`src/rtl/uart_pkg.sv`:
```
// Shared encodings and helpers for the configurable UART receive path.
// Parity modes, receiver FSM states and the 3-sample majority vote.
package uart_pkg;

  localparam logic [1:0] PAR_NONE = 2'b00;
  localparam logic [1:0] PAR_EVEN = 2'b01;
  localparam logic [1:0] PAR_ODD  = 2'b10;

  typedef enum logic [2:0] {
    ST_IDLE,
    ST_START,
    ST_DATA,
    ST_PARITY,
    ST_STOP,
    ST_WAIT_IDLE
  } rx_state_t;

  function automatic logic maj3(
    input logic a,
    input logic b,
    input logic c
  );
    return (a & b) | (a & c) | (b & c);
  endfunction

endpackage

```
`src/rtl/uart_rx_cfg_if.sv`:
```
// Word delivery handshake between the receiver and its consumer.
// master: receiver side (drives word + flags), slave: consumer (drives i_rd).
interface uart_rx_cfg_if #(
  parameter int DBIT = 8
);

  logic            i_rd;
  logic            o_valid;
  logic [DBIT-1:0] o_data;
  logic            o_parity_err;
  logic            o_frame_err;
  logic            o_break;
  logic            o_overrun;

  modport master (
    input  i_rd,
    output o_valid, o_data, o_parity_err,
    output o_frame_err, o_break, o_overrun
  );

  modport slave (
    output i_rd,
    input  o_valid, o_data, o_parity_err,
    input  o_frame_err, o_break, o_overrun
  );

endinterface

```
`src/rtl/uart_baud_gen.sv`:
```
// Oversampling tick generator: one-clock tick every i_dvsr+1 clocks.
// Ports: i_clk, i_reset (async, active-low), i_dvsr (period-1), o_tick.
module uart_baud_gen #(
  parameter int DVSR_BIT = 16
) (
  input  logic                i_clk,
  input  logic                i_reset,
  input  logic [DVSR_BIT-1:0] i_dvsr,
  output logic                o_tick
);

  logic [DVSR_BIT-1:0] r_cnt;
  logic                w_tick;

  assign w_tick = (r_cnt == i_dvsr);
  assign o_tick = w_tick;

  always_ff @(posedge i_clk or negedge i_reset) begin
    if (!i_reset) begin
      r_cnt <= '0;
    end else if (w_tick) begin
      r_cnt <= '0;
    end else begin
      r_cnt <= r_cnt + 1'b1;
    end
  end

endmodule

```
`src/rtl/uart_rx_cfg.sv`:
```
// Runtime-configurable UART receiver with majority sampling and error flags.
// Ports: i_clk, i_reset, i_rx, i_dvsr, i_parity_mode, i_two_stop, rx_if, o_busy.
module uart_rx_cfg
  import uart_pkg::*;
#(
  parameter int DBIT        = 8,
  parameter int SB_TICK     = 16,
  parameter int DVSR_BIT    = 16,
  parameter int SYNC_STAGES = 2
) (
  input  logic                i_clk,
  input  logic                i_reset,
  input  logic                i_rx,
  input  logic [DVSR_BIT-1:0] i_dvsr,
  input  logic [1:0]          i_parity_mode,
  input  logic                i_two_stop,
  uart_rx_cfg_if.master       rx_if,
  output logic                o_busy
);

  localparam int SW = $clog2(SB_TICK);
  localparam int NW = $clog2(DBIT) + 1;
  localparam logic [SW-1:0] S_LO  = SW'(SB_TICK/2 - 1);
  localparam logic [SW-1:0] S_MID = SW'(SB_TICK/2);
  localparam logic [SW-1:0] S_HI  = SW'(SB_TICK/2 + 1);
  localparam logic [SW-1:0] S_END = SW'(SB_TICK - 1);

  logic                   w_tick;
  logic [SYNC_STAGES-1:0] r_sync;
  logic                   w_rxs;

  rx_state_t       r_state;
  logic [SW-1:0]   r_s;
  logic [NW-1:0]   r_n;
  logic [DBIT-1:0] r_data;
  logic [2:0]      r_smp;
  logic [1:0]      r_par;
  logic            r_two;
  logic            r_stop2;
  logic            r_pbit;
  logic            r_perr;
  logic            r_fe;
  logic            r_brk;
  logic            r_commit;

  logic            w_maj;
  logic            w_maj_live;
  logic            w_par_en;
  logic            w_fe_now;

  logic            r_valid;
  logic [DBIT-1:0] r_hdata;
  logic            r_hperr;
  logic            r_hfe;
  logic            r_hbrk;
  logic            r_ovr;

  uart_baud_gen #(
    .DVSR_BIT(DVSR_BIT)
  ) u_baud (
    .i_clk  (i_clk),
    .i_reset(i_reset),
    .i_dvsr (i_dvsr),
    .o_tick (w_tick)
  );

  always_ff @(posedge i_clk or negedge i_reset) begin
    if (!i_reset) begin
      r_sync <= '1;
    end else begin
      r_sync <= {r_sync[SYNC_STAGES-2:0], i_rx};
    end
  end

  assign w_rxs = r_sync[SYNC_STAGES-1];

  // START decides on the tick of the third sample, so it votes with
  // the live line; later bits vote at bit end from stored samples.
  assign w_maj_live = maj3(r_smp[0], r_smp[1], w_rxs);
  assign w_maj      = maj3(r_smp[0], r_smp[1], r_smp[2]);
  assign w_par_en   = (r_par == PAR_EVEN) || (r_par == PAR_ODD);
  assign w_fe_now   = r_fe | ~w_maj;

  always_ff @(posedge i_clk or negedge i_reset) begin
    if (!i_reset) begin
      r_state  <= ST_IDLE;
      r_s      <= '0;
      r_n      <= '0;
      r_data   <= '0;
      r_smp    <= '0;
      r_par    <= PAR_NONE;
      r_two    <= 1'b0;
      r_stop2  <= 1'b0;
      r_pbit   <= 1'b0;
      r_perr   <= 1'b0;
      r_fe     <= 1'b0;
      r_brk    <= 1'b0;
      r_commit <= 1'b0;
    end else begin
      r_commit <= 1'b0;
      if (w_tick) begin
        if (r_s == S_LO)  r_smp[0] <= w_rxs;
        if (r_s == S_MID) r_smp[1] <= w_rxs;
        if (r_s == S_HI)  r_smp[2] <= w_rxs;
      end
      unique case (r_state)
        ST_IDLE: begin
          if (!w_rxs) begin
            r_state <= ST_START;
            r_s     <= '0;
            r_par   <= i_parity_mode;
            r_two   <= i_two_stop;
            r_stop2 <= 1'b0;
            r_pbit  <= 1'b0;
            r_perr  <= 1'b0;
            r_fe    <= 1'b0;
            r_brk   <= 1'b0;
          end
        end
        ST_START: begin
          if (w_tick) begin
            if (r_s == S_HI) begin
              if (!w_maj_live) begin
                r_state <= ST_DATA;
                r_s     <= '0;
                r_n     <= '0;
              end else begin
                r_state <= ST_IDLE;
              end
            end else begin
              r_s <= r_s + 1'b1;
            end
          end
        end
        ST_DATA: begin
          if (w_tick) begin
            if (r_s == S_END) begin
              r_s    <= '0;
              r_data <= {w_maj, r_data[DBIT-1:1]};
              if (r_n == NW'(DBIT - 1)) begin
                r_state <= w_par_en ? ST_PARITY : ST_STOP;
              end else begin
                r_n <= r_n + 1'b1;
              end
            end else begin
              r_s <= r_s + 1'b1;
            end
          end
        end
        ST_PARITY: begin
          if (w_tick) begin
            if (r_s == S_END) begin
              r_s     <= '0;
              r_pbit  <= w_maj;
              r_perr  <= (^r_data) ^ w_maj ^ (r_par == PAR_ODD);
              r_state <= ST_STOP;
            end else begin
              r_s <= r_s + 1'b1;
            end
          end
        end
        ST_STOP: begin
          if (w_tick) begin
            if (r_s == S_END) begin
              r_s  <= '0;
              r_fe <= w_fe_now;
              if (!r_stop2) begin
                r_brk <= (r_data == '0) & ~r_pbit & ~w_maj;
              end
              if (r_two && !r_stop2) begin
                r_stop2 <= 1'b1;
              end else begin
                r_commit <= 1'b1;
                r_state  <= w_fe_now ? ST_WAIT_IDLE : ST_IDLE;
              end
            end else begin
              r_s <= r_s + 1'b1;
            end
          end
        end
        ST_WAIT_IDLE: begin
          if (w_rxs) r_state <= ST_IDLE;
        end
        default: r_state <= ST_IDLE;
      endcase
    end
  end

  // Frame results stay in r_data/r_perr/r_fe/r_brk until the next
  // START, so the holding register can take them one clock later.
  always_ff @(posedge i_clk or negedge i_reset) begin
    if (!i_reset) begin
      r_valid <= 1'b0;
      r_hdata <= '0;
      r_hperr <= 1'b0;
      r_hfe   <= 1'b0;
      r_hbrk  <= 1'b0;
      r_ovr   <= 1'b0;
    end else if (r_commit) begin
      if (!r_valid || rx_if.i_rd) begin
        r_valid <= 1'b1;
        r_hdata <= r_data;
        r_hperr <= r_perr;
        r_hfe   <= r_fe;
        r_hbrk  <= r_brk;
        if (r_valid) r_ovr <= 1'b0;
      end else begin
        r_ovr <= 1'b1;
      end
    end else if (rx_if.i_rd && r_valid) begin
      r_valid <= 1'b0;
      r_hperr <= 1'b0;
      r_hfe   <= 1'b0;
      r_hbrk  <= 1'b0;
      r_ovr   <= 1'b0;
    end
  end

  assign rx_if.o_valid      = r_valid;
  assign rx_if.o_data       = r_hdata;
  assign rx_if.o_parity_err = r_hperr;
  assign rx_if.o_frame_err  = r_hfe;
  assign rx_if.o_break      = r_hbrk;
  assign rx_if.o_overrun    = r_ovr;
  assign o_busy             = (r_state != ST_IDLE);

endmodule

```
`src/flat_wrapper.sv`:
```
// flat-port wrapper written by rule: the top's interface ports become plain ports
module uart_rx_cfg_flat import uart_pkg::*;
#(
  parameter int DBIT        = 8,
  parameter int SB_TICK     = 16,
  parameter int DVSR_BIT    = 16,
  parameter int SYNC_STAGES = 2
)
  (i_clk, i_reset, i_rx, i_dvsr, i_parity_mode, i_two_stop, o_busy, rx_if_i_rd, rx_if_o_valid, rx_if_o_data, rx_if_o_parity_err, rx_if_o_frame_err, rx_if_o_break, rx_if_o_overrun);
  uart_rx_cfg_if #(.DBIT(DBIT)) rx_if_i ();
  input  logic i_clk;
  input  logic i_reset;
  input  logic i_rx;
  input  logic [DVSR_BIT-1:0] i_dvsr;
  input  logic [1:0] i_parity_mode;
  input  logic i_two_stop;
  output logic o_busy;
  input wire logic [$bits(rx_if_i.i_rd)-1:0] rx_if_i_rd;
  output wire logic [$bits(rx_if_i.o_valid)-1:0] rx_if_o_valid;
  output wire logic [$bits(rx_if_i.o_data)-1:0] rx_if_o_data;
  output wire logic [$bits(rx_if_i.o_parity_err)-1:0] rx_if_o_parity_err;
  output wire logic [$bits(rx_if_i.o_frame_err)-1:0] rx_if_o_frame_err;
  output wire logic [$bits(rx_if_i.o_break)-1:0] rx_if_o_break;
  output wire logic [$bits(rx_if_i.o_overrun)-1:0] rx_if_o_overrun;
  assign rx_if_i.i_rd = rx_if_i_rd;
  assign rx_if_o_valid = rx_if_i.o_valid;
  assign rx_if_o_data = rx_if_i.o_data;
  assign rx_if_o_parity_err = rx_if_i.o_parity_err;
  assign rx_if_o_frame_err = rx_if_i.o_frame_err;
  assign rx_if_o_break = rx_if_i.o_break;
  assign rx_if_o_overrun = rx_if_i.o_overrun;
  uart_rx_cfg #(.DBIT(DBIT), .SB_TICK(SB_TICK), .DVSR_BIT(DVSR_BIT), .SYNC_STAGES(SYNC_STAGES)) u_core (.i_clk(i_clk), .i_reset(i_reset), .i_rx(i_rx), .i_dvsr(i_dvsr), .i_parity_mode(i_parity_mode), .i_two_stop(i_two_stop), .rx_if(rx_if_i), .o_busy(o_busy));
endmodule
```
`config.mk`:
```
export PLATFORM = sky130hd
export DESIGN_NAME = uart_rx_cfg_flat
export DESIGN_NICKNAME = d
export VERILOG_FILES = /design/src/rtl/uart_pkg.sv /design/src/rtl/uart_rx_cfg_if.sv /design/src/rtl/uart_baud_gen.sv /design/src/rtl/uart_rx_cfg.sv /design/src/flat_wrapper.sv
export SDC_FILE = /design/constraint.sdc
export NUM_CORES = 1
export LEC_CHECK = 0
export ABC_CLOCK_PERIOD_IN_PS = 1730
export BUFFER_PORTS_ARGS = -buffer_cell sky130_fd_sc_hd__clkbuf_2
export CAP_MARGIN = 5
export CORE_UTILIZATION = 53
export CTS_CLUSTER_SIZE = 25
export DETAILED_ROUTE_END_ITERATION = 7
export PLACE_DENSITY_LB_ADDON = 0.08
export SLEW_MARGIN = 40
export SYNTH_ARGS = -nofsm -noshare
export SYNTH_HDL_FRONTEND = slang
export SYNTH_SLANG_ARGS = --single-unit
```
`constraint.sdc`:
```
create_clock -name i_clk -period 1.73 [get_ports i_clk]
set_input_delay 0.2595 -clock i_clk [delete_from_list [all_inputs] [get_ports i_clk]]
set_output_delay 0.2595 -clock i_clk [all_outputs]
set_load 0.02 [all_outputs]
```
Word-level counts from Yosys, hierarchy flattened. Cells that the tools add are included.

Output and inout port bits: 14. Register bits: 62. Logic and storage cells: 171.

Bitwise logic cells: 17. $add $sub $neg: 3. Equality and inequality tests: 33. Multiplexer cells: 64. Reduce and logical (&&, ||, !) cells: 31.

Operator list (count): $mux W4 (11); $mux W3 (14); $mux W1 (29); $ne A2 B2 Y1 const B (10); $pmux W3 S6 (1); $add A16 B1 Y16 const B (1); $eq A16 B16 Y1 (1); $mux W16 (1); $ne A2 B1 Y1 const B (8); $reduce_and A5 Y1 (3); $reduce_and A2 Y1 (7); $eq A4 B4 Y1 const B (3); $pmux W4 S3 (1); $reduce_and A12 Y1 (1); $pmux W1 S2 (5); $add A4 B1 Y4 const B (2); $eq A4 B3 Y1 const B (2); $logic_not A8 Y1 (1); $pmux W4 S2 (1); $reduce_and A4 Y1 (2); $reduce_bool A2 Y1 (4); $reduce_xor A8 Y1 (1); $and A1 B1 Y1 (7); $reduce_and A7 Y1 (1); 17 further kinds (31).

Logic depth before layout (Yosys ltp).
Depth in word-level cells: 10. Depth in mapped cells: 8. Gate-level depth less buffers: 7.

By module. From an unflattened synthesis, not the netlist that was laid out.

Cell total of the unflattened synthesis: 342. Area total of the unflattened synthesis: 3387.0 µm².

Modules (own cells, without submodules): uart_rx_cfg (times used 1, cells each 244, area each 2439.8 µm²); uart_baud_gen (times used 1, cells each 98, area each 947.2 µm²).

Worst setup path before layout. OpenSTA, ideal clock, no wires.

Path kind: reg-to-reg. From: register u_core.u_baud.r_cnt[5]. To: register u_core.r_n[0]. Buffers on the path: 1. Arrival time: 1774 ps. Slack: -169 ps. Cell stages (with the launch flop): 7. Required time: 1605 ps. Clock period less this slack: 1899 ps. Path through: dfrtp_1 buf_6 xor2_1 nor4_2 nand4_1 or3b_1 mux2_4.

Word-level cells in the longest chain between the ends: 3.

Ends and longest elaborated chain: from (decl) (line uart_baud_gen.sv:12) `logic [DVSR_BIT-1:0] r_cnt;`; from (signal assigned) (line uart_baud_gen.sv:24) `r_cnt <= r_cnt + 1'b1;`; $eq A16 B16 Y1 * (line uart_baud_gen.sv:15) `assign w_tick = (r_cnt == i_dvsr);`; $ne A2 B2 Y1 (no line); $reduce_and A7 Y1 (no line) *; to (signal assigned) (line uart_rx_cfg.sv:143) `r_n <= r_n + 1'b1;`; to (decl) (line uart_rx_cfg.sv:34) `logic [NW-1:0] r_n;`.

Every way passes the cells marked *; elsewhere a longest branch is shown, timed or not. A chain may end at the register's enable or synchronous reset.

Worst setup path in the final report.
From: register u_core.u_baud.r_cnt[2]. To: register u_core.r_n[0].

The elaborated chain is that of the path after synthesis.

==> results_dict.tcl <==
set metrics [dict create \
    nNetsFinal 470 \
    hold_ws_ns 0.1423 \
    drive_gt1_share_pct 36.20 \
    finalCritPeriodShare_pct 117.6 \
    cts.sinks 62 \
    synth_area_leader_cell "dfrtp_1" \
    area_growth_pct 38.56 \
    grt_pass1_vias 2837 \
    crit_path_start_kind "flip-flop" \
    detail_route.first_pass.iterations 5 \
    core_area_mm2 0.005991 \
    hold_class "in2reg" \
    io_pins 37 \
    avgSynthCellArea_um2 10.02 \
    setup_viol 27 \
    power_leakage_nw 2.263 \
    synth_top_family_by_area "simple AND/OR/NAND/NOR gates" \
    ys.flop_type "dfrtp_1" \
    dp_cells 490 \
    clk_pin_slew_ns 0.07 \
    max-vdd-ir-drop_mv 1.071 \
    synth_fp_nets 367 \
    drt_iter0_markers 202 \
    violations "negative setup slack" \
    numPortBuffers 36 \
    relSlewSlack_pct 70.48 \
    synth_compound_area_share_pct 11.59 \
    clk_latency_ns 0.35 \
    clock.fmax_mhz 491.7 \
    status "finished, violations left" \
    grt.busiest_layer "met2" \
    synth_xor_area_share_pct 8.901 \
    muxShareOfSynthArea_pct 7.218 \
    drt_wl_total_um 8191 \
    stdcell_count 517 \
    fin_skew_ns 0.01050 \
    hold_viol_final 0 \
    cts_buffer_depth 2 \
    die_y_um 81.45 \
    cts_buffers 9 \
    fin_ws_ns -0.3038 \
    die-area_mm2 0.006634 \
    synth_edf_count 0 \
    yosysWarnings 0 \
    crit_path_end_kind "flip-flop" \
    grt-ovfl-total 0 \
    grt_start_max_net_pins 63 \
    path_class "reg2reg" \
    synth-simple-area-share_pct 17.65 \
    die_w_um 81.45 \
    final_max_slew_viol_count 0 \
    htree_levels 3 \
    diodes 0 \
    fillers 384 \
    ys_seq_area_share_pct 46.45 \
    antenna_found_initial 0 \
    ys_ff_latch 62 \
    syn_inst 334 \
    use_met1_pct 32.93 \
    grt_util_met2_pct 44.42 \
    crit_arrival_ns 2.27 \
    wl_per_cell_um 15.84 \
    grt_pass1_wl_um 13120 \
    max-cap-violations 0 \
    avgViaCountPerCell 5.623 \
    fin_crit_ns 2.034 \
    rows 28 \
    start_util_pct 55.85 \
    grt_usage_pct 26.28 \
    yosys.area.top_type_share_pct 44.88 \
    synth.distinct_cells 54 \
    synthArstFlopShare_pct 100.0 \
    use_met3_pct 5.000 \
    place_hpwl_um 5447 \
    yosys.area_share.adder_pct 4.338 \
    yosys-top-cells-area "dfrtp_1 45%, xor2_1 5.8%, mux2i_1 5.1%, ha_1 3.7%, nand2_1 3.3%" \
    drcViolationCount 0 \
    tritoncts "yes" \
    required_ns 1.97 \
    gp_congestion 0.8831 \
    crit_path_max_fanout 4 \
    pwr_density_cell_mw_per_mm2 1189 \
    netlist_area_mm2 0.003346 \
    rsz0062_at_grt "true" \
    cts_root_buf "clkbuf_8" \
    via_count 2907 \
    tightest_slew_ns 0.4417 \
    drtAntennaViolNets 0 \
]
[what timing repair did]
item | 4_1_cts | 5_1_grt
buffers inserted | 4 | 6
pin swaps | 13 | 8
gates resized for setup | 26 | 22
hold buffers | 2 | 0
setup endpoints to repair | 29 | 38
hold endpoints to repair | 61 | 0
[path summary, 6_finish.rpt]
path                                             startpoint                            endpoint  slack, ns  cells after the start
hold reg to reg                  u_core.r_sync[0]$_DFF_PN1_          u_core.r_sync[1]$_DFF_PN1_       0.36                      0
setup reg to reg           u_core.u_baud.r_cnt[2]$_DFF_PN0_           u_core.r_n[0]$_DFFE_PN0P_      -0.30                      6
max in group asynchronous                           i_reset          u_core.r_sync[1]$_DFF_PN1_       0.95                      3
setup / recovery           u_core.u_baud.r_cnt[2]$_DFF_PN0_           u_core.r_n[0]$_DFFE_PN0P_      -0.30                      6
hold / removal                             i_parity_mode[0]         u_core.r_par[0]$_DFFE_PN0P_       0.14                      2
min in group asynchronous                           i_reset  u_core.rx_if.o_overrun$_DFFE_PN0P_       0.45                      3
[power by group]
group / leakage (nW) / total [mW] / internal, mW / switching (mW)
sequential: 0.767 / 1.77 / 1.61 / 0.162
clock: 0.130 / 1.68 / 1.10 / 0.579
combinational: 1.36 / 2.06 / 0.951 / 1.11
[logic make-up (layout without fill, tap and decap cells)]
| family | count (synthesis) | count (layout) |
|---|---|---|
| fa+ha+maj | 12 | 12 |
| buf+inv | 30 | 138 |
| mux | 23 | 23 |
| compound gates | 60 | 60 |
| simple gates | 113 | 113 |
| flops | 62 | 62 |
| xor+xnor | 34 | 34 |
[metal layers]
| layer | share of wire (%) | vias up |
|---|---|---|
| met5 | 0 | - |
| met4 | 1.4 | 0 |
| met3 | 4.1 | 11 |
| met2 | 51 | 78 |
| met1 | 44 | 1428 |
| li1 | - | 1390 |
[final cells by class]
cell class / instances / area, um2 / area share [%]
timing repair buffer: 104 / 764.5 / 16.49
clock buffer: 10 / 127.6 / 2.753
clock inverter: 6 / 133.9 / 2.888
multi-input combinational: 242 / 1892 / 40.81
sequential: 62 / 1554 / 33.52
inverter: 18 / 70.07 / 1.511
tap: 75 / 93.84 / 2.024
[layout by cell type, fill, tap and decap left out, types with 3 or more instances in the layout]
master / synthesis / routed
dfrtp_1: 60 / 60
buf_4: 1 / 57
clkbuf_2: 0 / 36
nand2_1: 29 / 28
nor2_1: 24 / 23
xor2_1: 22 / 22
o21ai_0: 21 / 18
inv_1: 17 / 17
mux2i_1: 17 / 17
nand3_1: 13 / 13
xnor2_1: 12 / 12
a21oi_1: 11 / 9
clkbuf_8: 0 / 9
nor2b_1: 8 / 8
ha_1: 10 / 8
nor4_2: 1 / 5
and4_1: 5 / 5
nand4_1: 5 / 5
buf_6: 1 / 5
and3_1: 6 / 4
mux2_2: 5 / 4
o31ai_4: 0 / 4
bufinv_16: 0 / 4
buf_12: 0 / 4
nor3_1: 3 / 3
nand2b_1: 3 / 3
a32oi_1: 3 / 3
o211ai_1: 3 / 3
[state kept, by name (all words and copies together), names as in the netlist]
register	flops
u_core.r_commit	1
u_core.rx_if.o_valid	1
u_core.r_par	2
u_core.r_sync	2
u_core.r_stop2	1
u_core.rx_if.o_parity_err	1
u_core.r_two	1
u_core.r_data	8
u_core.r_brk	1
u_core.r_perr	1
u_core.r_n	4
u_core.rx_if.o_break	1
u_core.rx_if.o_frame_err	1
u_core.r_s	4
u_core.rx_if.o_overrun	1
u_core.r_fe	1
u_core.u_baud.r_cnt	16
u_core.r_pbit	1
u_core.rx_if.o_data	8
u_core.r_smp	3
u_core.r_state	3
[critical path, stage by stage (launching register included)]
cell and delay, ns:
dfrtp_1 0.40, xor2_1 0.17, nor4_2 0.35, nand4_1 0.17, buf_6 0.17, or3b_4 0.38
mux2_4 0.30
[synthesized netlist by cell type (2+ instances only)]
| master | instances |
|---|---|
| o21ai_0 | 21 |
| and3b_1 | 2 |
| nand2_1 | 29 |
| nand2b_1 | 3 |
| o41ai_1 | 2 |
| buf_2 | 4 |
| ha_1 | 10 |
| nor4_1 | 4 |
| xnor2_1 | 12 |
| o211ai_1 | 3 |
| a2111oi_0 | 2 |
| dfrtp_1 | 60 |
| xor2_1 | 22 |
| mux2_2 | 5 |
| nand4_1 | 5 |
| mux2i_1 | 17 |
| inv_1 | 17 |
| nand3_1 | 13 |
| nor2b_1 | 8 |
| dfstp_2 | 2 |
| maj3_1 | 2 |
| o31ai_1 | 5 |
| a22o_1 | 2 |
| clkbuf_1 | 6 |
| and2_1 | 2 |
| and3_1 | 6 |
| a21oi_1 | 11 |
| a32oi_1 | 3 |
| nor2_1 | 24 |
| nor3b_1 | 2 |
| and4_1 | 5 |
| nor3_1 | 3 |
[per-stage QoR]
stage	TNS, ns	power [mW]	cell area [um2]	util, %	setup slack (ns)
floorplan	-0.1687	2.780	3364	-	-0.09598
finish	-3.193	5.514	4636	77.38	-0.3038
global route	-5.126	5.771	4636	77.38	-0.3650
detailed placement	-4.757	3.488	4055	67.69	-0.4035
global placement	-3.803	3.463	4055	67.69	-0.3176
CTS	-1.618	5.319	4464	74.52	-0.2362
No activity file was read; power rests on OpenSTA's default activity.
